<file path="src/rtl/cam_key_pkg.sv">
// Shared types and constants for the camouflage key loader.
// Feature macro CAM_KEY_RELOAD_EN is consumed by cam_key_loader.
package cam_key_pkg;

    localparam int unsigned KEY_W_DEF = 12;
    localparam int unsigned ERR_CNT_W = 4;

    typedef enum logic [1:0] {
        IDLE   = 2'd0,
        SHIFT  = 2'd1,
        CHECK  = 2'd2,
        LOCKED = 2'd3
    } state_e;

    function automatic logic [ERR_CNT_W-1:0] sat_inc(input logic [ERR_CNT_W-1:0] v);
        return (v == '1) ? v : v + ERR_CNT_W'(1);
    endfunction

endpackage

</file>
<file path="src/rtl/cam_key_shreg.sv">
// Shadow shift register, bit counter and running parity for one key frame.
// Macro CAM_KEY_RELOAD_EN does not affect this block.
module cam_key_shreg
    import cam_key_pkg::*;
#(
    parameter int unsigned KEY_W = KEY_W_DEF
) (
    input  logic             clk,
    input  logic             rst_n,
    input  logic             start_i,
    input  logic             shift_i,
    input  logic             sdi_i,
    output logic [KEY_W-1:0] shadow_o,
    output logic             last_o,
    output logic             par_o
);

    localparam int unsigned CNT_W = $clog2(KEY_W + 2);

    logic [KEY_W-1:0] shadow_q, shadow_d;
    logic [CNT_W-1:0] cnt_q, cnt_d;
    logic             par_q, par_d;

    // Bits enter at the MSB and shift down, so the first bit lands in [0]
    // once KEY_W key bits are in; the parity bit only feeds par_q.
    always_comb begin
        shadow_d = shadow_q;
        cnt_d    = cnt_q;
        par_d    = par_q;
        if (start_i) begin
            shadow_d = {sdi_i, {(KEY_W-1){1'b0}}};
            cnt_d    = CNT_W'(1);
            par_d    = sdi_i;
        end else if (shift_i) begin
            if (cnt_q < CNT_W'(KEY_W)) begin
                shadow_d = {sdi_i, shadow_q[KEY_W-1:1]};
            end
            cnt_d = cnt_q + CNT_W'(1);
            par_d = par_q ^ sdi_i;
        end
    end

    always_ff @(posedge clk or negedge rst_n) begin
        if (!rst_n) begin
            shadow_q <= '0;
            cnt_q    <= '0;
            par_q    <= 1'b0;
        end else begin
            shadow_q <= shadow_d;
            cnt_q    <= cnt_d;
            par_q    <= par_d;
        end
    end

    assign shadow_o = shadow_q;
    assign last_o   = (cnt_q == CNT_W'(KEY_W));
    assign par_o    = par_q;

endmodule

</file>
<file path="src/rtl/cam_key_loader.sv">
// Serial camouflage key loader: frame capture, even-parity check, atomic commit.
// Define CAM_KEY_RELOAD_EN to allow a new frame to replace a committed key.
module cam_key_loader
    import cam_key_pkg::*;
#(
    parameter int unsigned KEY_W = KEY_W_DEF
) (
    input  logic                 clk,
    input  logic                 rst_n,
    input  logic                 key_sdi,
    input  logic                 key_sen,
    input  logic                 key_abort,
    output logic [KEY_W-1:0]     s_key,
    output logic                 key_valid,
    output logic                 busy,
    output logic                 key_err,
    output logic [ERR_CNT_W-1:0] err_cnt
);

    state_e state_q, state_d;

    logic [KEY_W-1:0]     s_key_q;
    logic                 key_valid_q;
    logic                 key_err_q;
    logic [ERR_CNT_W-1:0] err_cnt_q;

    logic             sr_start, sr_shift, commit, fail;
    logic [KEY_W-1:0] shadow;
    logic             last_bit, par;

    cam_key_shreg #(
        .KEY_W (KEY_W)
    ) u_shreg (
        .clk      (clk),
        .rst_n    (rst_n),
        .start_i  (sr_start),
        .shift_i  (sr_shift),
        .sdi_i    (key_sdi),
        .shadow_o (shadow),
        .last_o   (last_bit),
        .par_o    (par)
    );

    always_ff @(posedge clk or negedge rst_n) begin
        if (!rst_n) begin
            state_q <= IDLE;
        end else begin
            state_q <= state_d;
        end
    end

    always_comb begin
        state_d = state_q;
        case (state_q)
            IDLE: begin
                if (key_sen) state_d = SHIFT;
            end
            SHIFT: begin
                if (key_abort)                state_d = key_valid_q ? LOCKED : IDLE;
                else if (key_sen && last_bit) state_d = CHECK;
            end
            CHECK: begin
                state_d = (!par || key_valid_q) ? LOCKED : IDLE;
            end
            LOCKED: begin
`ifdef CAM_KEY_RELOAD_EN
                if (key_sen) state_d = SHIFT;
`else
                state_d = LOCKED;
`endif
            end
            default: state_d = IDLE;
        endcase
    end

    always_comb begin
        sr_start = 1'b0;
        sr_shift = 1'b0;
        commit   = 1'b0;
        fail     = 1'b0;
        busy     = 1'b0;
        case (state_q)
            IDLE: begin
                sr_start = key_sen;
            end
            SHIFT: begin
                busy     = 1'b1;
                sr_shift = key_sen && !key_abort;
            end
            CHECK: begin
                busy   = 1'b1;
                commit = !par;
                fail   = par;
            end
            LOCKED: begin
`ifdef CAM_KEY_RELOAD_EN
                sr_start = key_sen;
`endif
            end
            default: ;
        endcase
    end

    // s_key only ever changes on a passing check, so a partial frame is never visible.
    always_ff @(posedge clk or negedge rst_n) begin
        if (!rst_n) begin
            s_key_q     <= '0;
            key_valid_q <= 1'b0;
            key_err_q   <= 1'b0;
            err_cnt_q   <= '0;
        end else begin
            key_err_q <= fail;
            if (commit) begin
                s_key_q     <= shadow;
                key_valid_q <= 1'b1;
            end
            if (fail) begin
                err_cnt_q <= sat_inc(err_cnt_q);
            end
        end
    end

    assign s_key     = s_key_q;
    assign key_valid = key_valid_q;
    assign key_err   = key_err_q;
    assign err_cnt   = err_cnt_q;

endmodule
</file>
<file path="config.mk">
export PLATFORM = sky130hd
export DESIGN_NAME = cam_key_loader
export DESIGN_NICKNAME = d
export VERILOG_FILES = /design/src/rtl/cam_key_pkg.sv /design/src/rtl/cam_key_shreg.sv /design/src/rtl/cam_key_loader.sv
export SDC_FILE = /design/constraint.sdc
export NUM_CORES = 1
export LEC_CHECK = 0
export ABC_AREA = 0
export CAP_MARGIN = 20
export CORE_MARGIN = 5
export CORE_UTILIZATION = 47
export CTS_CLUSTER_DIAMETER = 60
export DETAILED_ROUTE_END_ITERATION = 10
export PLACE_DENSITY = 0.7
export SLEW_MARGIN = 10
export SYNTH_ARGS = -nofsm -noshare
export SYNTH_HDL_FRONTEND = slang
export SYNTH_SLANG_ARGS = --single-unit
export TNS_END_PERCENT = 1
</file>
<file path="constraint.sdc">
create_clock -name clk -period 1.68 [get_ports clk]
set_input_delay 0.336 -clock clk [delete_from_list [all_inputs] [get_ports clk]]
set_output_delay 0.336 -clock clk [all_outputs]
set_load 0.005 [all_outputs]
</file>
==> impl_results.md, run 1 <==
- Unrepaired setup endpoints after global routing: false
- DR iter-0 viols: 86
- Crit path buffers/inverters: 2
- Worst skew pair latency: 0.28 ns
- Delay of the slowest critical-path stage: 0.39 ns
- Sequential fraction of the synthesis area: 0.541
- Row Count: 22
- Startpoint types: flop
- Top Ports: 24
- GRT Util Overall: 0.139
- Placed Instances: 222
- Via count: 1222
- FFs w/ async S/R, synth: 1.00
- N_diodes: 0
- Slowest stage cell, crit path: dfrtp_1
- Final Skew: 0.00193 ns
- Tcrit/Tclk final: 0.954
- TritonCTS buffer count: 5
- Minimum clock period: 1.60 ns
- Number of synthesized flops with an enable pin: 0
- First-pass DRT Iterations: 4
- Via-to-Cell Ratio: 5.29
- Clock transition at path regs: 0.07 ns
- Die H: 70.3 um
- GR Overflow Total: 0
- Clock root buffer: clkbuf_8
- First-pass GRT wire length: 5.49 mm
- Slew headroom: 0.769
- Max Freq: 0.624 GHz
- Dpl cell area: 2040 um2
- Slew of the pin with the lowest slew margin: 0.346 ns
- Port Buffer Count: 23
- Area grow syn2layout: 25.8%
- Layout Nets: 196
- Core area: 3610 um2
- Slew Viols, Final: 0
- Hold Crit Class: in -> async
- Leak: 0.969 nW
- Critical Setup Path Class: reg -> out
- Run status: completed
- Initial Utilization: 0.474
- Distinct cells, synth: 32
- Max_cap viols: 0
- Most frequent cells in the layout: dfrtp_1 (37), clkdlybuf4s50_1 (22), nand3_1 (16), a21oi_1 (13)
- # clock sinks: 37
- Critical Path RT: 1.34 ns
- Fill cell count: 306
- Routability Congestion: 0.779
- Synthesized area per cell: 11.4 um2
- Final Non-Filler Cells: 231
- Die width: 70.3 um
- Final Hold Violating Endpoints: 0
- Largest net degree at the start of global routing: 38
- Number of global-route vias before repair: 1242
- Final hold slack: 0.433 ns
- Crit path capture type: primary output
- Primary FF master, synth: dfrtp_1
- Share of cells above drive strength 1: 0.148
- Crit Path Max Fanout: 3
- CTS tree: done
- CP delay by family, top: flip-flops
- Total of warnings raised by yosys: 0
- Final Instance Area: 2150 um2
- Most common cell after layout, fill and taps aside: dfrtp_1
- Power density cells: 1350 nW/um2
- Initial antenna violation count: 0
- Final wirelength: 3.21 mm
- Worst VDD drop: 0.000800 V
- DRC errors left: 0
- Detailed placement HPWL: 2.30 mm
- Setup violations, final: 0
- Clock buffer depth: 2
- Die ar.: 4950 um2
- Synth Instances: 150
- Setup_tns: 0 ns
- #FFs+latches synth: 37
- WL per Instance: 13.9 um
- Post-Syn Area: 1710 um2
- H-tree Lvls: 2
- Syn_nets: 163
- Critical path, cell by cell: inv_1 -> ha_1 -> dlygate4sd2_1
- Crit path DAT: 1.27 ns
- Post-route ant nets: 0
## logic make-up after synthesis
family / synth area share
and+or+nand+nor: 0.124
muxes: 0.104
AOI/OAI and AO/OA: 0.117
buffers and inverters: 0.0402
adders and majority gates: 0.0585
xor gates and xnor gates: 0.0154
DFF: 0.541
## layer usage
| layer | track usage | routed length (um) | vias to the layer above |
|---|---|---|---|
| li1 | - | - | 594 |
| met1 | 0.170 | 1440 | 604 |
| met2 | 0.233 | 1620 | 22 |
| met3 | 0.0317 | 130 | 2 |
| met4 | 0.0574 | 18 | 0 |
| met5 | 0 | 0 | - |
## cell usage after synthesis (3+ instances only)
| cell type | count | area [um2] |
|---|---|---|
| ha_1 | 8 | 100 |
| xnor2_1 | 3 | 26.3 |
| mux2_2 | 5 | 56.3 |
| buf_2 | 4 | 20.0 |
| nand2b_1 | 4 | 25.0 |
| nand2_1 | 5 | 18.8 |
| o21ai_1 | 9 | 45.0 |
| a21oi_1 | 13 | 65.1 |
| o21ai_0 | 5 | 25.0 |
| nand3_1 | 16 | 80.1 |
| inv_1 | 5 | 18.8 |
| dfrtp_1 | 37 | 926 |
| mux2_1 | 9 | 101 |
## cell type report
type | count | area, um2 | area share
Multi-Input combinational cell | 100 | 724 | 0.337
Sequential cell | 37 | 926 | 0.430
Tap cell | 48 | 60.1 | 0.0279
Clock buffer | 7 | 86.3 | 0.0401
Timing Repair Buffer | 34 | 337 | 0.156
Inverter | 5 | 18.8 | 0.00872
## where the power goes
group,switching (mW),internal (mW)
Combinational,0.464,0.578
Clock,0.286,0.325
Sequential,0.165,1.08
Total,0.916,1.99
## per-stage QoR
stage               setup WS (ns)  utilization  power, mW
floorplan                   0.152            -       1.80
global placement          0.00748        0.567       2.20
detailed placement        -0.0321        0.567       2.25
CTS                        0.0190        0.594       2.90
global route               0.0186        0.597       3.08
finish                     0.0765        0.597       2.90
## repair_timing
item / 4_1_cts / 5_1_grt
hold buffers: 0 / 0
setup buffers: 2 / 0
hold endpoints to repair: 0 / 0
endpoints found under the setup margin: 1 / 4
resized for setup: 2 / 3
## worst paths after layout
kind                                  from                    to  slack (ns)  depth (start not counted)
worst min register to register   s_key[10]             s_key[10]        0.49                          1
worst max-delay path            state_q[1]                  busy        0.08                          3
max in group asynchronous            rst_n             s_key[11]        1.06                          2
min in group clk                 s_key[10]             s_key[10]        0.49                          1
worst max register to register  state_q[0]  u_shreg.shadow_o[11]        0.13                          5
worst min-delay path                 rst_n            err_cnt[2]        0.43                          2
## sequential cells by signal (all words and copies together) (netlist names)
name              cells
err_cnt               4
key_err               1
key_valid             1
s_key                12
state_q               2
u_shreg.cnt_q         4
u_shreg.par_o         1
u_shreg.shadow_o     12
Power figures use the tool's default switching activity.
==> run 2, diff against run 1 <==
Settings changed: CTS_BUF_LIST set to sky130_fd_sc_hd__clkbuf_2, PLACE_DENSITY 0.7 to unset, PLACE_DENSITY_LB_ADDON set to 0.1, RECOVER_POWER set to 100.
==> impl_results.md, run 2 (synthesis results as in run 1) <==
- Unrepaired setup endpoints after global routing: false
- Power density cells: 1260 nW/um2 (-6.6%)
- CTS tree: done
- Clock transition at path regs: 0.18 ns (+0.11 ns)
- Dpl cell area: 2050 um2 (+0.37%)
- GRT Util Overall: 0.149 (+0.00989)
- Area grow syn2layout: 21.9%
- Slew headroom: 0.404 (-0.365)
- Final worst setup slack: 0.0789 ns (+0.00244 ns)
- N_diodes: 0 (unchanged)
- Initial antenna violation count: 0 (unchanged)
- Initial Utilization: 0.474 (unchanged)
- Max Freq: 0.625 GHz (+0.15%)
- Layout Nets: 198 (+1.0%)
- Detailed placement HPWL: 2.36 mm (+2.7%)
- Port Buffer Count: 23 (unchanged)
- Setup_tns: 0 ns (unchanged)
- Final Instance Area: 2080 um2 (-3.1%)
- Largest net degree at the start of global routing: 38 (unchanged)
- Core area: 3610 um2 (unchanged)
- Setup violations, final: 0 (unchanged)
- Die ar.: 4950 um2 (unchanged)
- Crit path DAT: 1.27 ns (about the same)
- Final hold slack: 0.513 ns (+0.0796 ns)
- Final wirelength: 3.37 mm (+5.1%)
- Worst skew pair latency: 0.41 ns (+0.13 ns)
- Final Hold Violating Endpoints: 0 (unchanged)
- Tcrit/Tclk final: 0.953 (-0.00145)
- Slew of the pin with the lowest slew margin: 0.894 ns (+0.548 ns)
- Critical Setup Path Class: reg -> out
- Row Count: 22 (unchanged)
- Placed Instances: 223 (+0.45%)
- # clock sinks: 37 (unchanged)
- Final Non-Filler Cells: 234 (+1.3%)
- Top Ports: 24 (unchanged)
- Final Skew: 0.0283 ns (+0.0264 ns)
- Clock root buffer: clkbuf_2
- Via-to-Cell Ratio: 5.39 (+1.9%)
- WL per Instance: 14.4 um (+3.7%)
- Hold Crit Class: reg -> reg
- Die H: 70.3 um (unchanged)
- Share of cells above drive strength 1: 0.151 (+0.00300)
- Minimum clock period: 1.60 ns (-0.00244 ns)
- Most common cell after layout, fill and taps aside: dfrtp_1
- Critical Path RT: 1.34 ns (about the same)
- CTS Hold Bufs: 0 (unchanged)
- Place WS: -0.00685 ns (+0.0252 ns)
- Post-route ant nets: 0 (unchanged)
- Cell depth of the worst hold path: 1
- Startpoint types: flop
- Run status: completed
- DR iter-0 viols: 105 (+22%)
- First-pass GRT wire length: 5.78 mm (+5.4%)
- Number of global-route vias before repair: 1236 (-0.48%)
- Routability Congestion: 0.880 (+13%)
- H-tree Lvls: 2 (unchanged)
- Clock buffer depth: 2 (unchanged)
- GR Overflow Total: 0 (unchanged)
- Die width: 70.3 um (unchanged)
- Leak: 0.955 nW (-1.5%)
- Crit Path Max Fanout: 4 (+1)
- First-pass DRT Iterations: 4 (unchanged)
- TritonCTS buffer count: 5 (unchanged)
- Worst VDD drop: 0.000667 V (-17%)
- Reg2Reg Depth: 5 (unchanged)
- DRC errors left: 0 (unchanged)
- Via count: 1262 (+3.3%)
- Crit path capture type: primary output
- Max_cap viols: 0 (unchanged)
- Slew Viols, Final: 0 (unchanged)
- Most frequent cells in the layout: dfrtp_1 (37), nand3_1 (16), a21oi_1 (14), o21ai_0 (12), clkdlybuf4s25_1 (12)
==> run 2: cell types whose count changed in the layout (fill, tap and decap cells not counted), moves of 6 or more <==
cell             change
clkdlybuf4s50_1     -17
clkdlybuf4s25_1     +12
clkbuf_2             +7
o21ai_0              +7
o21ai_1              -7
clkbuf_8             -6
==> run 2: worst paths after layout <==
check	startpoint	end	slack [ns]
min in group asynchronous	rst_n	s_key[7]	0.55
setup / recovery	state_q[0]	busy	0.08
setup reg to reg	state_q[0]	u_shreg.shadow_o[11]	0.08
max in group asynchronous	rst_n	u_shreg.cnt_q[0]	0.56
hold / removal	err_cnt[3]	err_cnt[3]	0.51
hold reg to reg	err_cnt[3]	err_cnt[3]	0.51
==> run 2: metal layers <==
| metal | routed length, um | global-route usage | vias to the layer above |
|---|---|---|---|
| met3 | 167 | 0.0489 | 6 |
| met2 | 1600 | 0.216 | 40 |
| li1 | - | - | 607 |
| met5 | 0 | 0 | - |
| met1 | 1550 | 0.199 | 609 |
| met4 | 55 | 0.0681 | 0 |
==> run 2: layout make-up <==
type / count / area, um2
clock buffer: 5 / 25.0
clock inverter: 3 / 17.5
fill: 321 / 1520
inverter: 5 / 18.8
multi-input combinational: 100 / 713
sequential: 37 / 926
tap: 48 / 60.1
timing repair buffer: 36 / 324
==> run 2: critical path: stages, from the launching register on <==
cell and delay (ns):
dfrtp_1 0.40, inv_2 0.06, ha_1 0.30, clkbuf_2 0.12
==> run 2: through the flow <==
step                      utilization  power, mW
after global routing            0.578       2.83
after global placement          0.569       2.22
after detailed placement        0.569       2.26
after CTS                       0.585       2.69
after floorplan                     -       1.80
final                           0.578       2.62
==> run 2: what timing repair did <==
item,CTS,global route
setup buffers,3,0
pin swaps,0,0
resized for setup,7,15
setup endpoints to repair,6,14
==> run 2: where the power goes <==
part	total, mW	switching, mW	internal [mW]
combinational	0.991	0.467	0.524
sequential	1.23	0.150	1.08
clock	0.402	0.304	0.0981
==> run 3, diff against run 2 <==
Settings changed: CELL_PAD_IN_SITES_DETAIL_PLACEMENT set to 1, CELL_PAD_IN_SITES_GLOBAL_PLACEMENT set to 1, CORE_UTILIZATION 47 to 44, SKIP_LAST_GASP set to 1.
==> impl_results.md, run 3 (synthesis results as in run 1) <==
- Run status: completed
- Crit path capture type: flop
- Die width: 72.3 um (+2.9%)
- Initial antenna violation count: 0 (unchanged)
- Initial Utilization: 0.460 (-0.0141)
- Startpoint types: flop
- Die H: 72.3 um (+2.9%)
- R2r setup slk: 0.03 ns (-0.05 ns)
- Top Ports: 24 (unchanged)
- Unrepaired setup endpoints after global routing: true
- Critical path, cell by cell: inv_1 -> buf_4 -> ha_1 -> and3_1 -> a2111oi_1 -> mux2i_1
- Crit path DAT: 1.91 ns (+0.64 ns)
- Worst skew pair latency: 0.36 ns (-0.05 ns)
- Core area: 3720 um2 (+3.1%)
- Hold Crit Class: reg -> reg
- Share of cells above drive strength 1: 0.154 (+0.00372)
- First-pass GRT wire length: 6.22 mm (+7.5%)
- Critical R2R Launch: state_q[1]
- Critical Setup Path Class: reg -> reg
- Critical Path RT: 1.94 ns (+0.60 ns)
- Most frequent cells in the layout: dfrtp_1 (37), clkdlybuf4s50_1 (21), nand3_1 (16), a21oi_1 (13), buf_4 (12)
- Combinational share of power: 0.395 (+0.017)
- Area grow syn2layout: 22.7%
- Delay of the slowest critical-path stage: 0.41 ns (about the same)
- # clock sinks: 37 (unchanged)
- Net Sw Frac: 0.336 (-0.0154)
- Number of global-route vias before repair: 1357 (+9.8%)
- H-tree Lvls: 2 (unchanged)
- Fin util: 0.565 (-0.0134)
- Setup violations, final: 0 (unchanged)
- Clock buffer depth: 2 (unchanged)
- Layout Nets: 200 (+1.0%)
- Max Freq: 0.606 GHz (-3.0%)
- Slew Viols, Final: 0 (unchanged)
- Reg2Reg Depth: 6 (+1)
- Post-route ant nets: 0 (unchanged)
- Int Pwr: 1.79 mW (+5.1%)
- Most common cell after layout, fill and taps aside: dfrtp_1
- Tcrit/Tclk final: 0.982 (+0.0290)
- Largest net degree at the start of global routing: 38 (unchanged)
- TritonCTS buffer count: 5 (unchanged)
- Leak: 0.961 nW (+0.62%)
- Minimum clock period: 1.65 ns (+0.0487 ns)
- Final Non-Filler Cells: 236 (+0.85%)
- Final wirelength: 3.63 mm (+7.5%)
- GR Overflow Total: 0 (unchanged)
- CP endpoint: state_q[0]
- Slew headroom: 0.394 (-0.0101)
- Clock root buffer: clkbuf_2
- Final Hold Violating Endpoints: 0 (unchanged)
- Power density cells: 1280 nW/um2 (+2.0%)
- Max_cap viols: 0 (unchanged)
- Grt met1 use: 0.188 (-0.0111)
- CTS tree: done
- Slowest stage cell, crit path: a2111oi_1
- Sw Pwr: 0.905 mW (-1.8%)
- Routability Congestion: 0.825 (-6.2%)
- Crit Path Max Fanout: 5 (+1)
- DRC errors left: 0 (unchanged)
- Reg2reg end: state_q[0]
- CP Launch Point: state_q[1]
- Placed Instances: 222 (-0.45%)
- Port Buffer Count: 23 (unchanged)
- Gr busiest metal: met2
- Slew of the pin with the lowest slew margin: 0.909 ns (+0.0151 ns)
- Met3 usage: 0.0416 (-0.00737)
- Via-to-Cell Ratio: 5.44 (+0.88%)
- Cell depth of the worst hold path: 1 (unchanged)
- Worst VDD drop: 0.000689 V (+3.3%)
- Detailed placement HPWL: 2.69 mm (+14%)
- Row Count: 22 (unchanged)
- Clock share of power: 0.146 (-0.007)
- WL per Instance: 15.4 um (+6.6%)
- First-pass DRT Iterations: 4 (unchanged)
- Grt met2 use: 0.251 (+0.0345)
- Die ar.: 5230 um2 (+5.8%)
- Via count: 1284 (+1.7%)
- Clock transition at path regs: 0.17 ns (about the same)
- Final Skew: 0.0111 ns (-0.0173 ns)
- DR iter-0 viols: 32 (-70%)
- GRT Util Overall: 0.153 (+0.00464)
- Flop pwr share: 0.459 (-0.010)
- N_diodes: 0 (unchanged)
-- run 3: how the worst min path moves through the flow --
| stage | startpoint | end | slack, ns |
|---|---|---|---|
| 2_1_floorplan | rst_n | err_cnt[0] | 0.04 |
| 3_3_place_gp | s_key[10] | s_key[10] | 0.47 |
| 3_5_place_dp | s_key[9] | s_key[9] | 0.48 |
| 4_1_cts | rst_n | err_cnt[0] | 0.31 |
| 5_1_grt | s_key[7] | s_key[7] | 0.54 |
| 6_report | s_key[9] | s_key[9] | 0.51 |
-- run 3: what timing repair did --
item	in CTS	in global routing
setup endpoints to repair	6	22
buffers inserted	4	2
endpoints found under the hold margin	0	0
pin swaps	0	1
gates cloned	0	0
hold buffers	0	0
resized for setup	4	3
-- run 3: final cells by class --
| cell class | instances | area (um2) |
|---|---|---|
| Clock buffer | 8 | 40.0 |
| Fill cell | 423 | 1620 |
| Inverter | 5 | 18.8 |
| Multi-Input combinational cell | 100 | 717 |
| Sequential cell | 37 | 926 |
| Tap cell | 48 | 60.1 |
| Timing Repair Buffer | 38 | 337 |
-- run 3: layer usage --
metal	part of all wire	routed length, um
met3	0.038	136
met2	0.51	1850
met1	0.44	1590
met4	0.012	42
met5	0	0
-- run 3: critical path, delay by kind of cell (launching register included) --
kind,cells,cell delay (ns)
AOI/OAI and AO/OA,1,0.41
DFF,1,0.39
adders and majority gates,1,0.22
and+or+nand+nor,1,0.20
buffers and inverters,2,0.19
muxes,1,0.13
-- run 3: stage by stage --
stage          setup slack, ns  power, mW  hold WS, ns  cell area, um2  TNS [ns]
5_1_grt                -0.0700       2.91        0.545            2100     -1.10
3_3_place_gp           0.00876       2.21        0.472            2040         0
6_report                0.0302       2.70        0.511            2100         0
3_5_place_dp           -0.0538       2.29        0.483            2040    -0.136
4_1_cts                -0.0387       2.74        0.312            2110   -0.0772
2_1_floorplan            0.152       1.80       0.0404            1710         0
-- run 3: power by group through the flow --
stage          clock, mW  combinational, mW  sequential (mW)
6_report           0.392               1.07             1.24
3_5_place_dp           0               1.01             1.27
5_1_grt            0.457               1.18             1.27
2_1_floorplan          0              0.566             1.24
4_1_cts            0.414               1.08             1.25
3_3_place_gp           0              0.956             1.26
